===== config.mk =====
export PLATFORM = sky130hd
export DESIGN_NAME = rvsteel_spi_sequencer
export DESIGN_NICKNAME = d
export VERILOG_FILES = /design/src/rtl/rvsteel_spi_sequencer.sv
export SDC_FILE = /design/constraint.sdc
export NUM_CORES = 1
export LEC_CHECK = 0
export BUFFER_PORTS_ARGS = -buffer_cell sky130_fd_sc_hd__buf_2
export CORE_MARGIN = 4
export CORE_UTILIZATION = 51
export CTS_CLUSTER_DIAMETER = 50
export DETAILED_ROUTE_END_ITERATION = 12
export MAX_ROUTING_LAYER = met4
export PLACE_DENSITY = 0.86
export SYNTH_ARGS = -nofsm -noshare
export SYNTH_HDL_FRONTEND = slang
export SYNTH_SLANG_ARGS = --single-unit

===== constraint.sdc =====
create_clock -name clock -period 4.65 [get_ports clock]
set_clock_uncertainty 0.15 [all_clocks]
set_input_delay 0.2325 -clock clock [delete_from_list [all_inputs] [get_ports clock]]
set_output_delay 0.2325 -clock clock [all_outputs]
set_load 0.01 [all_outputs]

===== src/rtl/rvsteel_spi_sequencer.sv =====
// rtl/rvsteel_spi_sequencer.sv - two-requester byte sequencer driving a memory-mapped SPI master (optional poll timeout: SPI_SEQ_TIMEOUT_EN)
module rvsteel_spi_sequencer #(
  parameter logic [15:0] CS_MAP        = 16'h0100,
  parameter logic [3:0]  MODE_MAP      = 4'b0000,
  parameter logic [15:0] DIV_MAP       = 16'h0404,
  parameter int          TIMEOUT_POLLS = 1024
) (
  input  logic        clock,
  input  logic        reset,
  input  logic [1:0]  req_valid,
  input  logic [15:0] req_data,
  input  logic [1:0]  req_last,
  output logic [1:0]  req_ready,
  output logic [1:0]  rsp_valid,
  output logic [7:0]  rsp_data,
  output logic        timeout,
  output logic [4:0]  spi_rw_address,
  output logic        spi_read_request,
  input  logic [31:0] spi_read_data,
  input  logic        spi_read_response,
  output logic [7:0]  spi_write_data,
  output logic [3:0]  spi_write_strobe,
  output logic        spi_write_request,
  input  logic        spi_write_response
);

  localparam logic [4:0] ADDR_CPOL   = 5'h00;
  localparam logic [4:0] ADDR_CPHA   = 5'h04;
  localparam logic [4:0] ADDR_CS     = 5'h08;
  localparam logic [4:0] ADDR_DIV    = 5'h0C;
  localparam logic [4:0] ADDR_WDATA  = 5'h10;
  localparam logic [4:0] ADDR_RDATA  = 5'h14;
  localparam logic [4:0] ADDR_STATUS = 5'h18;

  typedef enum logic [3:0] {
    IDLE, CFG_CPOL, CFG_CPHA, CFG_DIV, CFG_CS, WAIT_BYTE,
    WR_DATA, SETTLE, POLL, RD_DATA, DESELECT
  } state_t;

  state_t     state, state_n;
  logic       pend, pend_n;              // a bus request is outstanding
  logic       grant, grant_n;            // requester currently owning the SPI
  logic       last_grant, last_grant_n;  // requester served by the previous transaction
  logic       last_flag, last_flag_n;    // current byte closes the transaction
  logic       settle_cnt, settle_n;
  logic [4:0] addr_n;
  logic [7:0] wdata_n;
  logic       wr_req_n, rd_req_n;
  logic [1:0] ready_n, rsp_valid_n;
  logic [7:0] rsp_data_n;

  logic       cpol_g, cpha_g, valid_g, last_g, busy;
  logic [7:0] div_g, cs_g, byte_g;
  logic       unused_bits;

  // Per-requester view of the configuration maps and request inputs
  assign cpol_g  = grant ? MODE_MAP[3] : MODE_MAP[1];
  assign cpha_g  = grant ? MODE_MAP[2] : MODE_MAP[0];
  assign div_g   = grant ? DIV_MAP[15:8] : DIV_MAP[7:0];
  assign cs_g    = grant ? CS_MAP[15:8]  : CS_MAP[7:0];
  assign byte_g  = grant ? req_data[15:8] : req_data[7:0];
  assign valid_g = grant ? req_valid[1] : req_valid[0];
  assign last_g  = grant ? req_last[1]  : req_last[0];
  assign busy    = spi_read_data[0];

`ifdef SPI_SEQ_TIMEOUT_EN
  localparam int POLL_W = (TIMEOUT_POLLS > 1) ? $clog2(TIMEOUT_POLLS) : 1;
  logic [POLL_W-1:0] poll_cnt, poll_cnt_n;
  logic              timeout_n;
  assign unused_bits = ^spi_read_data[31:8];
`else
  assign unused_bits = ^{spi_read_data[31:8], (TIMEOUT_POLLS > 0)};
  assign timeout     = 1'b0;
`endif

  // Next-state and next-output decode; each register access is issued once and then waits for its response
  always_comb begin
    state_n      = state;
    pend_n       = pend;
    grant_n      = grant;
    last_grant_n = last_grant;
    last_flag_n  = last_flag;
    settle_n     = settle_cnt;
    addr_n       = spi_rw_address;
    wdata_n      = spi_write_data;
    wr_req_n     = 1'b0;
    rd_req_n     = 1'b0;
    ready_n      = 2'b00;
    rsp_valid_n  = 2'b00;
    rsp_data_n   = 8'h00;
`ifdef SPI_SEQ_TIMEOUT_EN
    poll_cnt_n   = poll_cnt;
    timeout_n    = 1'b0;
`endif
    case (state)
      IDLE: begin
        if (|req_valid) begin
          grant_n = (&req_valid) ? ~last_grant : req_valid[1];
          state_n = CFG_CPOL;
        end
      end
      CFG_CPOL: begin
        if (!pend) begin
          wr_req_n = 1'b1; pend_n = 1'b1; addr_n = ADDR_CPOL; wdata_n = {7'd0, cpol_g};
        end else if (spi_write_response) begin
          pend_n = 1'b0; state_n = CFG_CPHA;
        end
      end
      CFG_CPHA: begin
        if (!pend) begin
          wr_req_n = 1'b1; pend_n = 1'b1; addr_n = ADDR_CPHA; wdata_n = {7'd0, cpha_g};
        end else if (spi_write_response) begin
          pend_n = 1'b0; state_n = CFG_DIV;
        end
      end
      CFG_DIV: begin
        if (!pend) begin
          wr_req_n = 1'b1; pend_n = 1'b1; addr_n = ADDR_DIV; wdata_n = div_g;
        end else if (spi_write_response) begin
          pend_n = 1'b0; state_n = CFG_CS;
        end
      end
      CFG_CS: begin
        if (!pend) begin
          wr_req_n = 1'b1; pend_n = 1'b1; addr_n = ADDR_CS; wdata_n = cs_g;
        end else if (spi_write_response) begin
          pend_n = 1'b0; state_n = WAIT_BYTE;
        end
      end
      WAIT_BYTE: begin
        if (valid_g) state_n = WR_DATA;
      end
      WR_DATA: begin
        if (!pend) begin
          wr_req_n    = 1'b1; pend_n = 1'b1; addr_n = ADDR_WDATA; wdata_n = byte_g;
          ready_n     = grant ? 2'b10 : 2'b01;
          last_flag_n = last_g;
        end else if (spi_write_response) begin
          pend_n = 1'b0; settle_n = 1'b0; state_n = SETTLE;
        end
      end
      SETTLE: begin
        // Two quiet cycles let the peripheral raise busy before the first STATUS read
        if (settle_cnt) begin
          rd_req_n = 1'b1; pend_n = 1'b1; addr_n = ADDR_STATUS; state_n = POLL;
`ifdef SPI_SEQ_TIMEOUT_EN
          poll_cnt_n = '0;
`endif
        end else begin
          settle_n = 1'b1;
        end
      end
      POLL: begin
        if (pend && spi_read_response) begin
          if (!busy) begin
            pend_n = 1'b0; state_n = RD_DATA;
          end else begin
`ifdef SPI_SEQ_TIMEOUT_EN
            if (poll_cnt == POLL_W'(TIMEOUT_POLLS - 1)) begin
              pend_n = 1'b0; timeout_n = 1'b1; state_n = DESELECT;
            end else begin
              poll_cnt_n = poll_cnt + 1'b1;
              rd_req_n   = 1'b1;
            end
`else
            rd_req_n = 1'b1;
`endif
          end
        end
      end
      RD_DATA: begin
        if (!pend) begin
          rd_req_n = 1'b1; pend_n = 1'b1; addr_n = ADDR_RDATA;
        end else if (spi_read_response) begin
          pend_n      = 1'b0;
          rsp_valid_n = grant ? 2'b10 : 2'b01;
          rsp_data_n  = spi_read_data[7:0];
          state_n     = last_flag ? DESELECT : WAIT_BYTE;
        end
      end
      DESELECT: begin
        if (!pend) begin
          wr_req_n = 1'b1; pend_n = 1'b1; addr_n = ADDR_CS; wdata_n = 8'hFF;
        end else if (spi_write_response) begin
          pend_n = 1'b0; last_grant_n = grant; state_n = IDLE;
        end
      end
      default: state_n = IDLE;
    endcase
  end

  // State, bookkeeping and registered bus/handshake outputs
  always_ff @(posedge clock or negedge reset) begin
    if (!reset) begin
      state             <= IDLE;
      pend              <= 1'b0;
      grant             <= 1'b0;
      last_grant        <= 1'b1;
      last_flag         <= 1'b0;
      settle_cnt        <= 1'b0;
      spi_rw_address    <= 5'd0;
      spi_write_data    <= 8'd0;
      spi_write_strobe  <= 4'h0;
      spi_write_request <= 1'b0;
      spi_read_request  <= 1'b0;
      req_ready         <= 2'b00;
      rsp_valid         <= 2'b00;
      rsp_data          <= 8'd0;
    end else begin
      state             <= state_n;
      pend              <= pend_n;
      grant             <= grant_n;
      last_grant        <= last_grant_n;
      last_flag         <= last_flag_n;
      settle_cnt        <= settle_n;
      spi_rw_address    <= addr_n;
      spi_write_data    <= wdata_n;
      spi_write_strobe  <= wr_req_n ? 4'hF : 4'h0;
      spi_write_request <= wr_req_n;
      spi_read_request  <= rd_req_n;
      req_ready         <= ready_n;
      rsp_valid         <= rsp_valid_n;
      rsp_data          <= rsp_data_n;
    end
  end

`ifdef SPI_SEQ_TIMEOUT_EN
  // Per-byte STATUS poll counter and timeout pulse
  always_ff @(posedge clock or negedge reset) begin
    if (!reset) begin
      poll_cnt <= '0;
      timeout  <= 1'b0;
    end else begin
      poll_cnt <= poll_cnt_n;
      timeout  <= timeout_n;
    end
  end
`endif

endmodule


==> impl_metrics.csv, run 1 <==
group,metric,value,unit
status,status,"finished, final reports clean",
global_routing,grt_pass1_vias,1664,
global_routing,grt_start_max_net_pins,35,
synth,seq_area_frac_synth,43.6,%
synth,synth_cells,197,
min_path,hold_start,"spi_read_data[6]",
die,die-area,4880,µm²
placement,pre_cts_ws,2350,ps
sta,max_slew_margin,37.6,%
worst_setup_path,cp_cell_sequence,"and2b_1, o211ai_2, nand3_2, nor2_2, mux2_4",
die,initial_utilization,53.0,%
worst_setup_path,cp-end-kind,"register",
cts,cts_sinks,34,
synth,yosys-top-cells-area,"dfrtp_1 (42%), mux2i_1 (4.1%), buf_4 (3.8%)",
placement,dp_hpwl,3100,µm
worst_setup_path,crit_type,"register to register",
sta,rsz0062_at_grt,"no",
synth,avgSynthCellArea,9.91,µm²
synth,yosysTopAreaCell,"dfrtp_1",
placement,port_buffers,60,
worst_setup_path,cp_slowest_cell,"dfrtp_1",
sta,timing.setup.tns,0,ps
cts,clockBufferDepth,2,
route,firstDrtPassIters,4,
sta,fin_crit_sh,49.9,%
die,core_area,3690,µm²
synth,synth_ff_type,"dfrtp_1",
sta,fmaxAchievable,0.431,GHz
synth,async_flop_share,100,%
final_layout,final_layout_size_suffix_gt1_share,34.5,%
placement,place_congestion,0.919,
worst_setup_path,critPathArrivalTime,2340,ps
synth,yosysUniqueCellTypes,43,
global_routing,grt.total_usage,18.9,%
synth,synth_edf_count,0,
synth,yosys_register_bits,34,
final_layout,antenna_cells,0,
worst_setup_path,startpoint,"state[0]$_DFFE_PN0P_",
cts,clk_latency,280,ps
global_routing,grt.overflow.total,0,
global_routing,grt_pass1_wl,7370,µm
cts,cts_root_buf,"clkbuf_8",
cts,h-tree-depth,2,
die,dieHeight,69.9,µm
min_path,hold_class,"primary input to register",
sta,min_period,2320,ps
sta,layout_setup_ws,2330,ps
synth,yosys.area.top_type_share,42.3,%
cts,clk_pin_slew,60,ps
final_layout,fillerInstances,301,
synth,yosys_warnings,0,
die,ios,88,
die,die_w,69.9,µm
power,powerDensity,614,nW/µm²
worst_setup_path,r2r_start,"state[0]$_DFFE_PN0P_",
sta,hold_violations,0,
sta,worst-slew-pin-transition,937,ps
route,routed_via_density,5.54,
worst_setup_path,r2r_slack,2330,ps
run,cap_violations,0,
sta,slew_violations,0,
worst_setup_path,startpoint_type,"register",
power,leakage,1.16,nW
cts,post_cts_resize_count,0,
route,ant_nets,0,
power,ir_worst_vdd,0.347,mV
die,num_rows,22,
worst_setup_path,required,4670,ps
route,wl_per_cell,14.8,µm
route,drtIter0Drc,84,
cts,cts_tree,"built",
worst_setup_path,cpPeakStageDelay,960,ps
worst_setup_path,cp_max_fo,31,
route,num_vias,1661,
cts,numCtsBuffers,5,
route,wl,4430,µm
final_layout,syn2layout_area_growth,19.7,%
synth,syn_area,1950,µm²
global_routing,antenna_found_initial,0,
sta,setup_viol,0,
route,drcViolationCount,0,
final_layout,finalNetCount,307,
## state kept, by name, summed over array words and instances (netlist names)
name,count
pend,1
grant,1
spi_write_strobe,1
req_ready,2
rsp_data,8
spi_read_request,1
spi_write_data,8
rsp_valid,2
last_flag,1
state,4
settle_cnt,1
spi_rw_address,3
last_grant,1
## metrics by stage
step | power, W | std cells | utilization [%] | instance area (µm²) | hold WS (ps)
after global routing | 0.00154 | 300 | 63.4 | 2340 | 10.0
after floorplan | 0.00105 | 199 | - | 1960 | -213
after CTS | 0.00144 | 300 | 63.4 | 2340 | 3.99
after global placement | 0.00114 | 288 | 59.2 | 2180 | 185
after detailed placement | 0.00116 | 288 | 59.2 | 2180 | 186
final | 0.00144 | 300 | 63.4 | 2340 | 16.8
## area by class of cell
type	count	area, µm²	share of cell area [%]
Clock buffer	7	86.3	3.69
Clock inverter	1	30.0	1.28
Inverter	3	11.3	0.482
Multi-Input combinational cell	143	958	41.0
Sequential cell	34	852	36.4
Tap cell	48	60.1	2.57
Timing Repair Buffer	64	340	14.6
## cells by family after synthesis
family / Yosys count / share of synthesized area (%)
DFF: 34 / 43.6
other: 1 / 0.192
and+or+nand+nor: 67 / 18.8
muxes: 15 / 8.33
AOI/OAI and AO/OA: 58 / 21.4
buffers and inverters: 22 / 7.69
## synth_stat cells, drive strengths merged, types with 3 or more instances
library cell	number
mux2i	8
mux2	7
a22o	7
o21ai	16
nor3	7
dfrtp	33
buf	19
o31ai	6
o211ai	4
nor2b	7
nor2	12
a31oi	3
inv	3
and2	10
nand2	18
nand2b	5
a21oi	11
## cell usage in the layout, fill, tap and decap left out, types with 2 or more instances in the layout
cell type      netlist  final
buf_2                6     60
dfrtp_1             33     33
nand2_1             18     18
o21ai_0             14     14
nor2_1              11     11
a21oi_1             11     11
and2_1              10     10
mux2i_1              8      8
a22o_1               7      7
nor2b_1              6      6
nor3_1               6      6
mux2_2               6      6
o31ai_1              6      6
clkbuf_8             0      6
nand2b_1             5      5
dlygate4sd3_1        0      4
inv_1                3      3
conb_1               1      3
and2b_1              2      2
a211oi_1             2      2
o22ai_1              2      2
a32o_1               2      2
nand3_2              2      2
o211ai_2             2      2
o211ai_1             2      2
a31oi_1              2      2
## path summary, 6_finish.rpt
path / to / cells after the start
hold reg to reg: spi_write_data[2]$_DFFE_PN0P_ / 1
max in group asynchronous: rsp_data[0]$_DFF_PN0_ / 2
setup reg to reg: state[3]$_DFFE_PN0P_ / 5
hold / removal: rsp_data[6]$_DFF_PN0_ / 2
min in group asynchronous: spi_write_data[1]$_DFFE_PN0P_ / 2
setup / recovery: state[3]$_DFFE_PN0P_ / 5
## critical path, delay by kind of cell, from the launching register on
| family | cells | cell delay (ps) |
|---|---|---|
| flops | 1 | 960 |
| simple gates | 3 | 600 |
| mux | 1 | 310 |
| compound gates | 1 | 190 |
## power breakdown
part           switching (W)  leakage (nW)  internal [W]  total, W
clock network      0.0000983        0.0585      0.000175  0.000273
logic               0.000311         0.656      0.000299  0.000610
registers           0.000184         0.447      0.000368  0.000553
## per-layer routing
metal | global-route usage [%] | vias to the layer above | routed length [µm]
li1 | - | 808 | -
met1 | 23.6 | 757 | 1890
met2 | 30.2 | 90 | 2100
met3 | 5.04 | 6 | 410
met4 | 5.32 | 0 | 27
met5 | - | - | 0
## what timing repair did
item                       in CTS  in global routing
hold endpoints to repair       36                  0
setup buffers                   0                  0
hold buffers                    4                  0
setup endpoints to repair       0                  0
Power figures use the tool's default switching activity.
==> run 2, diff against run 1 <==
Settings changed: CORE_UTILIZATION 51 to 47, PLACE_DENSITY 0.86 to 0.8.
Clock period 4.65 ns to 2.3 ns, I/O delays scaled along.
==> run 2 against run 1 <==
  * Non-clock buffer count rose by 16
  * Fmax is 12% higher
  * Sequential share of layout area down 1.7 points
  * Total power increased by 100%
  * Design area rose by 5.0%
  * Sequential power increased by 77%
  * Highest routed layer unchanged
==> impl_metrics.csv, run 2 (synthesized netlist as in run 1, its figures left out) <==
group,metric,value,unit
cts,post_cts_resize_count,0,
worst_setup_path,cp-end-kind,"register",
route,drtIter0Drc,132,
die,dieHeight,72.5,µm
worst_setup_path,cp_max_fo,16,
cts,cts_sinks,34,
cts,cts_root_buf,"clkbuf_8",
route,routed_via_density,5.37,
power,p_comb_share,51.1,%
sta,hold_violations,0,
worst_setup_path,crit_top_cell,"buf_4",
final_layout,finalNetCount,323,
global_routing,grt_pass1_vias,1610,
final_layout,top_regs,"rsp_data x8, spi_write_data x8, state x4",
final_layout,final_common_cell,"buf_2",
power,pwr-share-clk,15.4,%
run,cap_violations,0,
die,die-area,5250,µm²
sta,setup_viol,0,
sta,min_period,2080,ps
power,p_switching,0.00124,W
power,power.internal,0.00168,W
power,p_sw_share,42.5,%
worst_setup_path,cp_cell_sequence,"buf_4, nor2_1, o211ai_2, o221ai_4, buf_4, nor3_1, a2bb2oi_1",
worst_setup_path,cp_slowest_cell,"dfrtp_1",
route,drcViolationCount,0,
global_routing,grt_pass1_wl,7560,µm
worst_setup_path,critPathArrivalTime,2140,ps
cts,numCtsBuffers,5,
sta,timing.hold.ws,1.89,ps
worst_setup_path,path_buf_inv,2,
power,p_seq_share,33.5,%
cts,h-tree-depth,2,
route,firstDrtPassIters,4,
route,ant_nets,0,
sta,timing.setup.tns,0,ps
sta,worst-slew-pin-transition,753,ps
cts,cts_hold_buf,12,
power,powerDensity,1190,nW/µm²
die,core_area,4000,µm²
placement,dp_hpwl,3410,µm
final_layout,antenna_cells,0,
final_layout,final_area,2460,µm²
cts,clk_pin_slew,60,ps
sta,slew_violations,0,
placement,dpl_cell_area,2240,µm²
global_routing,grt.overflow.total,0,
die,num_rows,23,
worst_setup_path,r2r_slack,220,ps
worst_setup_path,crit_family,"flip-flops",
cts,clk_latency,290,ps
cts,cts_tree,"built",
sta,max_slew_margin,49.8,%
cts,clockBufferDepth,2,
min_path,hold_class,"primary input to register",
die,die_w,72.5,µm
final_layout,final_cell_mix,"buf_2 (60), dfrtp_1 (33), nand2_1 (18)",
placement,place_congestion,0.924,
global_routing,grt.total_usage,19.2,%
final_layout,syn2layout_area_growth,25.8,%
placement,port_buffers,60,
route,wl_per_cell,14.7,µm
cts,cts_setup_buffers,0,
die,initial_utilization,48.8,%
sta,rsz0062_at_grt,"no",
power,ir_worst_vdd,0.528,mV
status,status,"finished, final reports clean",
sta,fin_crit_sh,90.5,%
route,wl,4660,µm
route,num_vias,1709,
sta,fmaxAchievable,0.480,GHz
worst_setup_path,crit_type,"register to register",
global_routing,antenna_found_initial,0,
worst_setup_path,cpPeakStageDelay,670,ps
power,leakage,1.22,nW
die,ios,88,
global_routing,grt_start_max_net_pins,35,
worst_setup_path,startpoint_type,"register",
worst_setup_path,required,2360,ps
final_layout,final_layout_size_suffix_gt1_share,35.4,%
[run 2: cell count changes in the layout (fill, tap and decap cells not counted)]
cell / previous run / this run
buf_4: 0 / 8
clkinv_2: 0 / 1
bufinv_16: 1 / 0
dlygate4sd3_1: 4 / 12
[run 2: final cells by class]
cell class | instances | area [µm²]
clock buffers | 7 | 86.3
clock inverters | 1 | 5.00
fillers | 351 | 1540
inverters | 3 | 11.3
multi-input cells | 143 | 958
flip-flops and latches | 34 | 852
well taps | 50 | 62.6
repair buffers | 80 | 480
[run 2: path summary, 6_finish.rpt]
kind	start	to	cells after the start
max	state[0]$_DFFE_PN0P_	state[0]$_DFFE_PN0P_	7
min	req_valid[0]	grant$_DFFE_PN0P_	3
max reg2reg	state[0]$_DFFE_PN0P_	state[0]$_DFFE_PN0P_	7
min reg2reg	spi_write_data[2]$_DFFE_PN0P_	spi_write_data[2]$_DFFE_PN0P_	1
max in group asynchronous	reset	rsp_data[3]$_DFF_PN0_	2
min in group asynchronous	reset	pend$_DFFE_PN0P_	2
[run 2: layer usage]
layer	part of all wire, %	vias to the layer above	wire [µm]	GRT usage, %
met5	0	-	0	-
met4	2.3	0	106	7.38
met3	7.1	12	333	4.57
met2	48	60	2220	29.8
met1	43	799	2000	24.3
li1	-	838	-	-
[run 2: power by group through the flow]
stage          registers [W]  clock network, W  logic [W]
2_1_floorplan       0.000884                 0    0.00125
3_3_place_gp        0.000983                 0    0.00145
3_5_place_dp        0.000989                 0    0.00147
4_1_cts             0.000978          0.000452    0.00150
5_1_grt              0.00101          0.000488    0.00165
6_report            0.000981          0.000450    0.00150
[run 2: worst min-delay path, delay by kind of cell]
family / cells / cell delay, ps
AOI/OAI and AO/OA: 1 / 110
buffers and inverters: 1 / 120
and+or+nand+nor: 1 / 60
[run 2: per-stage QoR]
step                      setup slack [ps]  std cells  util (%)  power, W
after CTS                              231        318      61.4   0.00293
final                                  219        318      61.4   0.00293
after global placement                 304        298      56.1   0.00243
after detailed placement               253        298      56.1   0.00246
after global routing                  65.6        318      61.4   0.00315
after floorplan                        595        199         -   0.00213
